==> src/rtl/arb_pkg.sv <==
// Shared types and constants for the data-memory port arbiter.
package arb_pkg;

  // Width of the starvation and burst counters.
  localparam int CNT_W = 4;
  localparam logic [CNT_W-1:0] CNT_MAX = {CNT_W{1'b1}};

  // Port ownership: the core owns the memory port by default.
  typedef enum logic {
    CORE = 1'b0,
    HOST = 1'b1
  } arb_state_t;

  // Saturating increment so the counters stick at their maximum instead of wrapping.
  function automatic logic [CNT_W-1:0] sat_inc(input logic [CNT_W-1:0] v);
    return (v == CNT_MAX) ? v : v + 1'b1;
  endfunction

endpackage

==> src/rtl/dm_arbiter.sv <==
// Arbitrates a single data-memory port between the processor core and a host
// loader/readback agent. The core is preferred; the host gets in when the core
// is idle or after waiting STARVE_LIM cycles, and is limited to MAX_BURST
// accesses per tenure before the port is returned to the core.
module dm_arbiter
  import arb_pkg::*;
#(
  parameter int MAX_BURST  = 4,
  parameter int STARVE_LIM = 8
) (
  input  logic       clk,
  input  logic       reset,
  // core side
  input  logic       core_req,
  input  logic       core_we,
  input  logic [7:0] core_addr,
  input  logic [7:0] core_wdat,
  output logic [7:0] core_rdat,
  output logic       core_stall,
  // host side
  input  logic       host_req,
  input  logic       host_we,
  input  logic [7:0] host_addr,
  input  logic [7:0] host_wdat,
  output logic       host_gnt,
  output logic       host_rvalid,
  output logic [7:0] host_rdat,
  // memory port
  output logic [7:0] mem_addr,
  output logic       mem_wr_en,
  output logic [7:0] mem_dat_in,
  input  logic [7:0] mem_dat_out
);

  localparam logic [CNT_W-1:0] STARVE_LAST = CNT_W'(STARVE_LIM - 1);
  localparam logic [CNT_W-1:0] BURST_LAST  = CNT_W'(MAX_BURST - 1);

  arb_state_t       r_state;
  logic [CNT_W-1:0] r_starve_cnt;
  logic [CNT_W-1:0] r_beat_cnt;
  logic             r_host_rvalid;
  logic [7:0]       r_host_rdat;

  logic             w_host_gnt;
  logic             w_to_host;
  logic             w_to_core;

  // Port muxing by owner, plus the ownership-change decisions for this cycle.
  always_comb begin
    mem_addr   = core_addr;
    mem_dat_in = core_wdat;
    mem_wr_en  = core_req & core_we;
    core_stall = 1'b0;
    core_rdat  = mem_dat_out;
    w_host_gnt = 1'b0;
    w_to_host  = 1'b0;
    w_to_core  = 1'b0;
    case (r_state)
      CORE: begin
        // An idle core yields at once; a busy one only once the host has starved long enough.
        w_to_host = host_req & (~core_req | (r_starve_cnt == STARVE_LAST));
      end
      HOST: begin
        mem_addr   = host_addr;
        mem_dat_in = host_wdat;
        mem_wr_en  = host_req & host_we;
        w_host_gnt = host_req;
        core_stall = core_req;
        // Return the port when the host is done or has used its whole burst.
        // The transition is registered, so the core always gets at least one
        // cycle of ownership before the host can come back.
        w_to_core  = ~host_req | (w_host_gnt & (r_beat_cnt == BURST_LAST));
      end
      default: ;
    endcase
  end

  assign host_gnt    = w_host_gnt;
  assign host_rvalid = r_host_rvalid;
  assign host_rdat   = r_host_rdat;

  // Ownership state, starvation/burst counters and the host read response.
  always_ff @(posedge clk) begin
    if (reset) begin
      r_state       <= CORE;
      r_starve_cnt  <= '0;
      r_beat_cnt    <= '0;
      r_host_rvalid <= 1'b0;
      r_host_rdat   <= 8'h00;
    end else begin
      r_host_rvalid <= w_host_gnt & ~host_we;
      if (w_host_gnt & ~host_we) begin
        r_host_rdat <= mem_dat_out;
      end
      case (r_state)
        CORE: begin
          if (w_to_host) begin
            r_state      <= HOST;
            r_starve_cnt <= '0;
            r_beat_cnt   <= '0;
          end else if (~host_req) begin
            r_starve_cnt <= '0;
          end else if (core_req) begin
            r_starve_cnt <= sat_inc(r_starve_cnt);
          end
        end
        HOST: begin
          if (w_host_gnt) begin
            r_beat_cnt <= sat_inc(r_beat_cnt);
          end
          if (w_to_core) begin
            r_state <= CORE;
          end
        end
        default: r_state <= CORE;
      endcase
    end
  end

endmodule

==> config.mk <==
export PLATFORM = sky130hd
export DESIGN_NAME = dm_arbiter
export DESIGN_NICKNAME = d
export VERILOG_FILES = /design/src/rtl/arb_pkg.sv /design/src/rtl/dm_arbiter.sv
export SDC_FILE = /design/constraint.sdc
export NUM_CORES = 1
export LEC_CHECK = 0
export BUFFER_PORTS_ARGS = -buffer_cell sky130_fd_sc_hd__buf_4
export CAP_MARGIN = 25
export CORE_AREA = 2 2 54 56
export CTS_CLUSTER_DIAMETER = 120
export DETAILED_ROUTE_END_ITERATION = 7
export DIE_AREA = 0 0 56 58
export GPL_TIMING_DRIVEN = 0
export PLACE_DENSITY = 0.87
export SLEW_MARGIN = 30
export SYNTH_ARGS = -nofsm -noshare
export SYNTH_HDL_FRONTEND = slang
export SYNTH_SLANG_ARGS = --single-unit
==> constraint.sdc <==
create_clock -name clk -period 3.85 [get_ports clk]
set_input_delay 0.77 -clock clk [delete_from_list [all_inputs] [get_ports clk]]
set_output_delay 0.77 -clock clk [all_outputs]
set_load 0.01 [all_outputs]
# Yosys cells after proc, flatten, opt, wreduce, memory -nomap -nowiden
# Cells that the tools add are included.
# totals
regBits	18
inputBits	46
# classes
addsub	2
n_eq_ne	9
n_mux	18
n_bitwise	11
n_reduce_logical	2
# op_table
operator	count
$mux W4	7
$mux W8	2
$add A4 B1 Y4 const B	2
$eq A4 B4 Y1 const B	2
$pmux W4 S2	1
$mux W1	7
$reduce_and A3 Y1	2
$and A1 B1 Y1	5
$eq A4 B2 Y1 const B	1
$eq A4 B3 Y1 const B	1
$ne A2 B2 Y1 const B	2
$not A1 Y1	4
$ne A3 B2 Y1 const B	1
$ne A3 B3 Y1 const B	1
$ne A2 B1 Y1 const B	1
$or A1 B1 Y1	2
$pmux W1 S2	1

# Logic depth before layout (Yosys ltp)
# Gate-level depths: netlist of the first run.
# logic_depth
ltp_word	6
ltp_mapped	5

# Least setup slack after synthesis of the first run
# Ideal clock, no wire load.
# synth_path
path_type	input -> output
from	in host_req
to	out mem_wr_en
arrival_time_ns	1.308
required_ns	3.080
setup_slack_ns	1.772
cell_stages	3
n_path_buf	1
cell_sequence	and2_1 -> buf_4 -> a22o_1
# synth_via
elab_chain_len	2
# synth_lines
item	line	rtl
start: declaration	dm_arbiter.sv:21	input logic host_req,
$and A1 B1 Y1	dm_arbiter.sv:66	mem_wr_en = host_req & host_we;
$mux W1	dm_arbiter.sv:58	case (r_state)
end: declaration	dm_arbiter.sv:30	output logic mem_wr_en,
# Every way passes these cells.

# Final worst setup path of the first run
# Same ends and word-level chain as after synthesis.

==> results of run 1 <==
==> cell usage in the layout (no fill, tap or decap), drive strengths merged, types with 2 or more instances in the layout <==
cell type,synthesis,final
o32ai,2,2
a21oi,4,4
mux2i,9,9
nand3,4,4
ha,2,2
inv,4,4
nor2b,3,3
and2,2,2
nor4,2,2
dfxtp,18,18
nand2,4,4
nand2b,4,4
clkbuf,2,6
nor2,9,9
a31oi,2,2
buf,13,93
nand3b,2,2
mux2,16,16
==> flip-flops by register name, indices dropped and copies added, names as in the netlist <==
| register | cells |
|---|---|
| host_rdat | 8 |
| r_beat_cnt | 4 |
| r_starve_cnt | 4 |
| host_rvalid | 1 |
| r_state | 1 |
==> power by group through the flow <==
stage | combinational, mW | sequential (mW) | clock, mW
4_1_cts | 0.124 | 0.191 | 0.118
2_1_floorplan | 0.0517 | 0.196 | 0
5_1_grt | 0.132 | 0.192 | 0.131
3_3_place_gp | 0.121 | 0.195 | 0
6_report | 0.122 | 0.191 | 0.118
3_5_place_dp | 0.123 | 0.195 | 0
==> cell families (layout without fill, tap and decap cells) <==
| kind of cell | after synthesis | count (layout) |
|---|---|---|
| AND/OR/NAND/NOR | 36 | 36 |
| multiplexers | 25 | 25 |
| buffers and inverters | 19 | 103 |
| flip-flops | 18 | 18 |
| AO/OA/AOI/OAI | 17 | 17 |
| adder cells (fa/ha/maj) | 2 | 2 |
==> routing by layer <==
layer / vias up / track usage (%)
met5: - / 0
met4: 0 / 9.52
met3: 4 / 5.58
met2: 83 / 34.5
met1: 530 / 18.4
li1: 584 / -
==> layout make-up <==
| type | instances | area (sq um) | share of cell area [%] |
|---|---|---|---|
| buffer | 15 | 97.6 | 5.50 |
| clock buffer | 4 | 36.3 | 2.05 |
| inverter | 4 | 15.0 | 0.847 |
| multi-input combinational | 80 | 624 | 35.2 |
| sequential | 18 | 360 | 20.3 |
| tap | 31 | 38.8 | 2.19 |
| timing repair buffer | 80 | 601 | 33.9 |
==> path summary, 6_finish.rpt <==
check	from	end	slack, ns
setup / recovery	host_req	mem_wr_en	1.51
hold / removal	r_starve_cnt[1]	r_starve_cnt[1]	0.50
setup reg to reg	r_starve_cnt[0]	r_beat_cnt[2]	2.33
hold reg to reg	r_starve_cnt[1]	r_starve_cnt[1]	0.50
==> stage by stage <==
step	power [mW]	util (%)
after global routing	0.454	66.6
final	0.431	66.6
after floorplan	0.247	-
after global placement	0.316	65.2
after detailed placement	0.318	65.2
after CTS	0.433	66.6
==> worst max-delay path, delay by kind of cell <==
family / cells / cell delay (ns)
compound gates: 1 / 0.22
buf+inv: 3 / 0.42
simple gates: 1 / 0.15
==> reports/results.ini, run 1 <==
[run_status]
outcome=finished clean

[timing]
hold_viol=0
setup_violations=0
fin_hold_ws_ns=0.504
tns_ns=0
period_share_pct=60.7
fmax_mhz=428
layout_setup_ws_ns=1.51
layout_min_cycle_time_ns=2.34
tightest_slew_ns=0.424
skew_ns=0.00636
drv_slew=0
rsz0062_at_grt=false
maxSlewHeadroom_pct=71.7

[clock_tree]
clock-root-buffer=clkbuf_4
cts_resized=0
ctsHoldBuffers=0
cts_max_path_buffers=2
cts_max_level=1
cts_buffers=3
clkSinkCount=18
cts_tree=yes
clkLatencyLatePin_ns=0.30
post_cts_buffers=0
clk_pin_slew_worst_paths_ns=0.10

[die]
fp-row-count=19
die_h_um=58
ioPinCount=82
start_util_pct=41.2
dieArea_sq_mm=0.00325
core_sq_mm=0.00266
die_x_um=56

[pwr]
p_int_uw=323
leakagePower_nw=0.877
combPwrFrac_pct=28.4
vdd_drop_max_mv=0.167
pwr-share-clk_pct=27.3
netSwitchingPower_uw=108
p_seq_share_pct=44.3
sw_frac_of_total_pct=25.0
power_density_mw_per_mm2=243

[worst_setup_path]
cp-end-kind=output pin
cp-start-kind=primary input
cpPeakStageDelay_ns=0.22
slowest_stage=a22o_1
crit_required_ns=3.08
arrival_ns=1.57
cp_max_fo=8
r2r_cells=4
crit_type=primary input to output pin
path_common_cell=buf_4
cp_cell_sequence=buf_4 > and2_1 > buf_4 > a22o_1 > buf_4

[finish]
post_layout_nonfiller_instances=232
design_area_sq_mm=0.00177
antenna_cells=0
drive_gt1_share_pct=57.2
nets=250
n_fill_cell=198
syn2layout_area_growth_pct=61.6

[placed_design]
place_hpwl_mm=2.38
place_congestion=0.749
place_ws_ns=1.51
io_buffers=80
placed_area_sq_mm=0.00174
dp.cells=228

[synthesis]
synthAdderAreaFrac_pct=2.28
syn_area_sq_mm=0.00110
synth_top_area_share_pct=32.8
synth_area_leaders=dfxtp_1, mux2_2, mux2i_1
muxShareOfSynthArea_pct=24.6
synth-edff-count=0
synthSimpleGateAreaFrac_pct=17.9
synth-seq-cells=18
synth_cells=117
syn_nets=165
ys_top_cells_by_count=dfxtp_1, mux2_2, buf_4
synth_compound_area_share_pct=12.1
syn_area_per_cell_sq_um=9.38
post-synth-top-count-cell=dfxtp_1
ys.flop_type=dfxtp_1
synth_area_leader_cell=dfxtp_1
ys_seq_area_share_pct=32.8
async_flop_share_pct=0
synth_top_family_by_area=multiplexers
synth-xor-area-share_pct=0
yosysWarnings=0
synth_cell_type_count=34

[drt]
via_per_inst=5.18
drc_errors=0
ant_nets=0
wl_per_cell_um=12.5
wl_met1_mm=1.07
wl_met2_mm=1.43
via_count=1201
dr_wl_met3_um=349
drtIter0Drc=49
top_layer=met4
routed_wl_mm=2.89
dr.pass1.iters=5

[worst_hold_path]
hold_class=register to register
hold-path-cell-count=2

[run]
maxCapViolCount=0

[global_routing]
overflow=0
grt_pass1_vias=1145
antenna_found_initial=0
grt_start_max_net_pins=11
grt_pass1_wl_mm=4.72
grtUsageTotal_pct=18.4

Note: power is estimated with default switching activity, not from simulation.
==> run 2, diff against run 1 <==
- CORE_AREA: 2 2 54 56 -> 2 2 59 61
- DIE_AREA: 0 0 56 58 -> 0 0 61 63
- PLACE_DENSITY: 0.87 -> 0.78
- clock period: 3.85 -> 2 ns (I/O delays scaled with it)
==> run 2 against run 1 <==
Total power is 92% higher. Highest routed layer unchanged. Design area is 1.3% higher. Final cell count rose by 6.5%. Non-clock buffer count stayed put.
==> reports/results.ini, run 2 (synthesis gave the netlist of run 1 again) <==
[worst_setup_path]
path_common_cell=buf_4
crit_type=register to output pin
cp_max_fo=10  ; +2
cp_cell_sequence=buf_4 > clkbuf_4 > mux2_2 > buf_4
slowest_stage=mux2_2
cp-start-kind=register
cp-end-kind=output pin
cpPeakStageDelay_ns=0.36  ; +0.14 ns
crit_required_ns=1.60  ; -1.48 ns
arrival_ns=1.48  ; -0.09 ns

[drt]
drtIter0Drc=49  ; unchanged
routed_wl_mm=2.88  ; -0.38%
via_count=1211  ; +0.83%
dr.pass1.iters=4  ; -1
via_per_inst=4.90  ; -5.3%
wl_per_cell_um=11.7  ; -6.4%
ant_nets=0  ; unchanged
drc_errors=0  ; unchanged

[die]
start_util_pct=34.0  ; -7.3 points
dieArea_sq_mm=0.00384  ; +18%
core_sq_mm=0.00323  ; +21%
die_x_um=61  ; +8.9%
fp-row-count=21  ; +2
die_h_um=63  ; +8.6%
ioPinCount=82  ; unchanged

[global_routing]
grtUsageTotal_pct=15.2  ; -3.2 points
overflow=0  ; unchanged
grt_start_max_net_pins=11  ; unchanged
grt_pass1_wl_mm=4.63  ; -1.9%
grt_pass1_vias=1146  ; +0.087%
antenna_found_initial=0  ; unchanged

[finish]
nets=250  ; unchanged
final_common_cell=buf_4
final_cell_mix=buf_4, dfxtp_1, mux2_2
drive_gt1_share_pct=57.2  ; unchanged
largest_reg_flops=8  ; unchanged
antenna_cells=0  ; unchanged
syn2layout_area_growth_pct=63.7

[clock_tree]
ctsHoldBuffers=0  ; unchanged
post_cts_buffers=0  ; unchanged
cts_max_path_buffers=2  ; unchanged
cts_max_level=1  ; unchanged
cts_resized=0  ; unchanged
cts_buffers=3  ; unchanged
clkLatencyLatePin_ns=0.29  ; about the same
clock-root-buffer=clkbuf_4
clkSinkCount=18  ; unchanged
cts_tree=yes
clk_pin_slew_worst_paths_ns=0.11  ; about the same

[timing]
tightest_slew_ns=0.444  ; +0.0202 ns
maxSlewHeadroom_pct=70.2  ; -1.5 points
setup_violations=0  ; unchanged
period_share_pct=94.2
tns_ns=0  ; unchanged
fmax_mhz=531
layout_min_cycle_time_ns=1.88
hold_viol=0  ; unchanged
rsz0062_at_grt=false
skew_ns=0.00208  ; -0.00428 ns
drv_slew=0  ; unchanged
layout_setup_ws_ns=0.116  ; -1.40 ns

[pwr]
power_density_mw_per_mm2=461  ; +90%
combPwrFrac_pct=28.4  ; about the same
sw_frac_of_total_pct=24.8  ; -0.17 points
p_seq_share_pct=44.4  ; about the same
p_int_uw=623  ; +93%
leakagePower_nw=0.876  ; about the same
p_total_uw=829  ; +92%
pwr-share-clk_pct=27.2  ; about the same
netSwitchingPower_uw=206  ; +91%
vdd_drop_max_mv=0.203  ; +22%

[run]
maxCapViolCount=0  ; unchanged

[placed_design]
place_hpwl_mm=2.42  ; +1.9%
io_buffers=80  ; unchanged
place_ws_ns=0.392  ; -1.12 ns
place_congestion=0.802  ; +7.1%

[run_status]
outcome=finished clean

[worst_hold_path]
hold_class=primary input to register

[run 2: changes by cell type in the layout (fill, tap and decap cells not counted), sizes merged]
cell    delta
buf        -2
clkbuf     +2
[run 2: power groups by stage]
stage / sequential, mW / clock (mW) / combinational, mW
final: 0.368 / 0.225 / 0.236
after detailed placement: 0.376 / 0 / 0.238
after floorplan: 0.377 / 0 / 0.0995
after global routing: 0.369 / 0.249 / 0.257
after CTS: 0.368 / 0.233 / 0.239
after global placement: 0.376 / 0 / 0.235
[run 2: final timing paths]
| kind | startpoint | end | slack (ns) | cells past startpoint |
|---|---|---|---|---|
| max reg2reg | r_starve_cnt[0] | r_beat_cnt[2] | 0.52 | 4 |
| min reg2reg | r_starve_cnt[1] | r_starve_cnt[1] | 0.50 | 2 |
| min | mem_dat_out[4] | host_rdat[4] | 0.35 | 3 |
| max | r_state | mem_dat_in[7] | 0.12 | 4 |
[run 2: through the flow]
| step | utilization, % | instance area [sq um] | hold WS [ns] | cells |
|---|---|---|---|---|
| 6_report | 55.6 | 1800 | 0.347 | 247 |
| 5_1_grt | 55.6 | 1800 | 0.349 | 247 |
| 4_1_cts | 55.4 | 1790 | 0.343 | 247 |
| 3_5_place_dp | 54.3 | 1760 | 0.486 | 243 |
| 3_3_place_gp | 54.3 | 1760 | 0.478 | 243 |
| 2_1_floorplan | - | 1100 | 0.469 | 117 |
[run 2: metal layers]
layer | vias up | track usage (%) | part of all wire (%)
met5 | - | 0 | 0
met4 | 0 | 4.89 | 0.87
met3 | 4 | 3.73 | 13
met2 | 81 | 27.6 | 49
met1 | 540 | 16.6 | 37
li1 | 586 | - | -
[run 2: worst max-delay path, delay by kind of cell (launching register included)]
kind	cells	cell delay [ns]
buffers and inverters	3	0.51
DFF	1	0.32
muxes	1	0.36
[run 2: final cells by class]
class	instances	area [sq um]
inverters	4	15.0
flip-flops and latches	18	360
fillers	326	1440
well taps	46	57.6
multi-input cells	80	624
repair buffers	80	601
clock buffers	4	36.3
plain buffers	15	103
==> run 3, diff against run 2 <==
- PLACE_DENSITY: 0.78 -> 0.8
==> run 3 against run 2 <==
Fmax is 0.71% lower. Combinational power hardly changed. Register-to-register slack hardly changed. Sequential share of layout area is 0.18 points higher. Clock-buffer cell count is 1 lower. Flip-flop and latch count stayed put. Via count is 5.5% lower. Design area is 0.90% lower. Worst setup slack worse by 0.013 ns. Sequential power hardly changed.
==> reports/results.ini, run 3 (synthesis gave the netlist of run 1 again) <==
[run_status]
outcome=finished clean

[timing]
hold_viol=0  ; unchanged
period_share_pct=94.9  ; +0.67 points
tightest_slew_ns=0.447  ; +0.00249 ns
drv_slew=0  ; unchanged
maxSlewHeadroom_pct=70.1  ; -0.17 points
setup_violations=0  ; unchanged
layout_min_cycle_time_ns=1.90  ; +0.0135 ns
tns_ns=0  ; unchanged
fin_hold_ws_ns=0.341  ; -0.00527 ns
fmax_mhz=527  ; -0.71%
skew_ns=0.00601  ; +0.00393 ns
rsz0062_at_grt=false

[die]
fp-row-count=21  ; unchanged
die_h_um=63  ; unchanged
start_util_pct=34.0  ; unchanged
core_sq_mm=0.00323  ; unchanged
die_x_um=61  ; unchanged
ioPinCount=82  ; unchanged
dieArea_sq_mm=0.00384  ; unchanged

[placed_design]
place_congestion=0.779  ; -2.8%
place_hpwl_mm=2.30  ; -5.3%
io_buffers=80  ; unchanged

[worst_hold_path]
hold-path-cell-count=3  ; unchanged
hold_class=primary input to register

[worst_setup_path]
cp_max_fo=10  ; unchanged
arrival_ns=1.50  ; +0.02 ns
r2r_cells=4  ; unchanged
path_common_cell=buf_4
crit_path_start=r_state
r2r_slack_ns=0.52  ; about the same
crit_path_end=mem_dat_in[4]
crit_required_ns=1.60  ; about the same
cp_cell_sequence=buf_4 > buf_2 > mux2_2 > buf_4
cp-end-kind=output pin
slowest_stage=mux2_2
cp-start-kind=register
reg2reg_to=r_beat_cnt[2]
timing.rr.start=r_starve_cnt[0]
crit_type=register to output pin
cpPeakStageDelay_ns=0.36  ; about the same

[drt]
routed_wl_mm=2.81  ; -2.6%
dr.pass1.iters=4  ; unchanged
via_count=1144  ; -5.5%
ant_nets=0  ; unchanged
drc_errors=0  ; unchanged
drtIter0Drc=23  ; -53%
via_per_inst=4.65  ; -5.1%
wl_per_cell_um=11.4  ; -2.2%

[pwr]
power_density_mw_per_mm2=438  ; -5.1%
vdd_drop_max_mv=0.192  ; -5.5%
leakagePower_nw=0.869  ; -0.78%
p_total_uw=780  ; -5.9%

[global_routing]
grtUsageTotal_pct=14.2  ; -1.0 points
grt_start_max_net_pins=11  ; unchanged
grt_pass1_vias=1047  ; -8.6%
grt_pass1_wl_mm=4.32  ; -6.7%
antenna_found_initial=0  ; unchanged
overflow=0  ; unchanged

[clock_tree]
cts_max_level=1  ; unchanged
clkSinkCount=18  ; unchanged
clock-root-buffer=clkbuf_4
cts_resized=0  ; unchanged
ctsHoldBuffers=0  ; unchanged
post_cts_buffers=0  ; unchanged
cts_buffers=3  ; unchanged
cts_tree=yes
clkLatencyLatePin_ns=0.29  ; about the same
cts_max_path_buffers=2  ; unchanged
clk_pin_slew_worst_paths_ns=0.10  ; about the same

[finish]
syn2layout_area_growth_pct=62.3
largest_reg_flops=8  ; unchanged
final_common_cell=buf_4
antenna_cells=0  ; unchanged
final_cell_mix=buf_4, dfxtp_1, mux2_2
nets=250  ; unchanged
drive_gt1_share_pct=57.0  ; -0.21 points

[run]
maxCapViolCount=0  ; unchanged

==> run 3: cell count changes in the layout (fill, tap and decap cells not counted), sizes merged <==
cell / previous run / this run
buf: 91 / 92
clkbuf: 8 / 6
==> run 3: cell type report <==
class / instances / area [sq um]
buffer: 15 / 100
clock buffer: 3 / 22.5
fill: 320 / 1450
inverter: 4 / 15.0
multi-input combinational: 80 / 624
sequential: 18 / 360
tap: 46 / 57.6
timing repair buffer: 80 / 601
==> run 3: worst min path at each step <==
stage	slack, ns	endpoint	startpoint
floorplan	0.47	r_starve_cnt[1]	r_starve_cnt[1]
global placement	0.48	host_rdat[2]	host_rdat[2]
detailed placement	0.49	r_starve_cnt[1]	r_starve_cnt[1]
CTS	0.34	host_rdat[1]	mem_dat_out[1]
global route	0.36	host_rdat[1]	mem_dat_out[1]
finish	0.34	host_rdat[1]	mem_dat_out[1]
==> run 3: stage by stage <==
| stage | utilization (%) | cell area, sq um | setup slack (ns) | cells |
|---|---|---|---|---|
| after floorplan | - | 1100 | 0.597 | 117 |
| after global placement | 54.3 | 1760 | 0.401 | 243 |
| after detailed placement | 54.3 | 1760 | 0.404 | 243 |
| after CTS | 55.0 | 1780 | 0.0755 | 246 |
| after global routing | 55.1 | 1780 | 0.0193 | 246 |
| final | 55.1 | 1780 | 0.102 | 246 |
==> run 3: critical path, delay by kind of cell, from the launching register on <==
family	cells	cell delay, ns
multiplexers	1	0.36
buffers and inverters	3	0.52
flip-flops	1	0.32
==> run 3: routing by layer <==
| metal | routed length [um] | up-vias | track usage [%] |
|---|---|---|---|
| li1 | - | 583 | - |
| met3 | 152 | 5 | 2.69 |
| met5 | 0 | - | 0 |
| met4 | 25 | 0 | 3.26 |
| met1 | 1190 | 513 | 17.2 |
| met2 | 1430 | 43 | 25.0 |
==> run 3: where the power goes <==
group	internal, mW	switching (mW)
clock network	0.0702	0.108
logic	0.148	0.0862
registers	0.364	0.00379
total	0.582	0.198
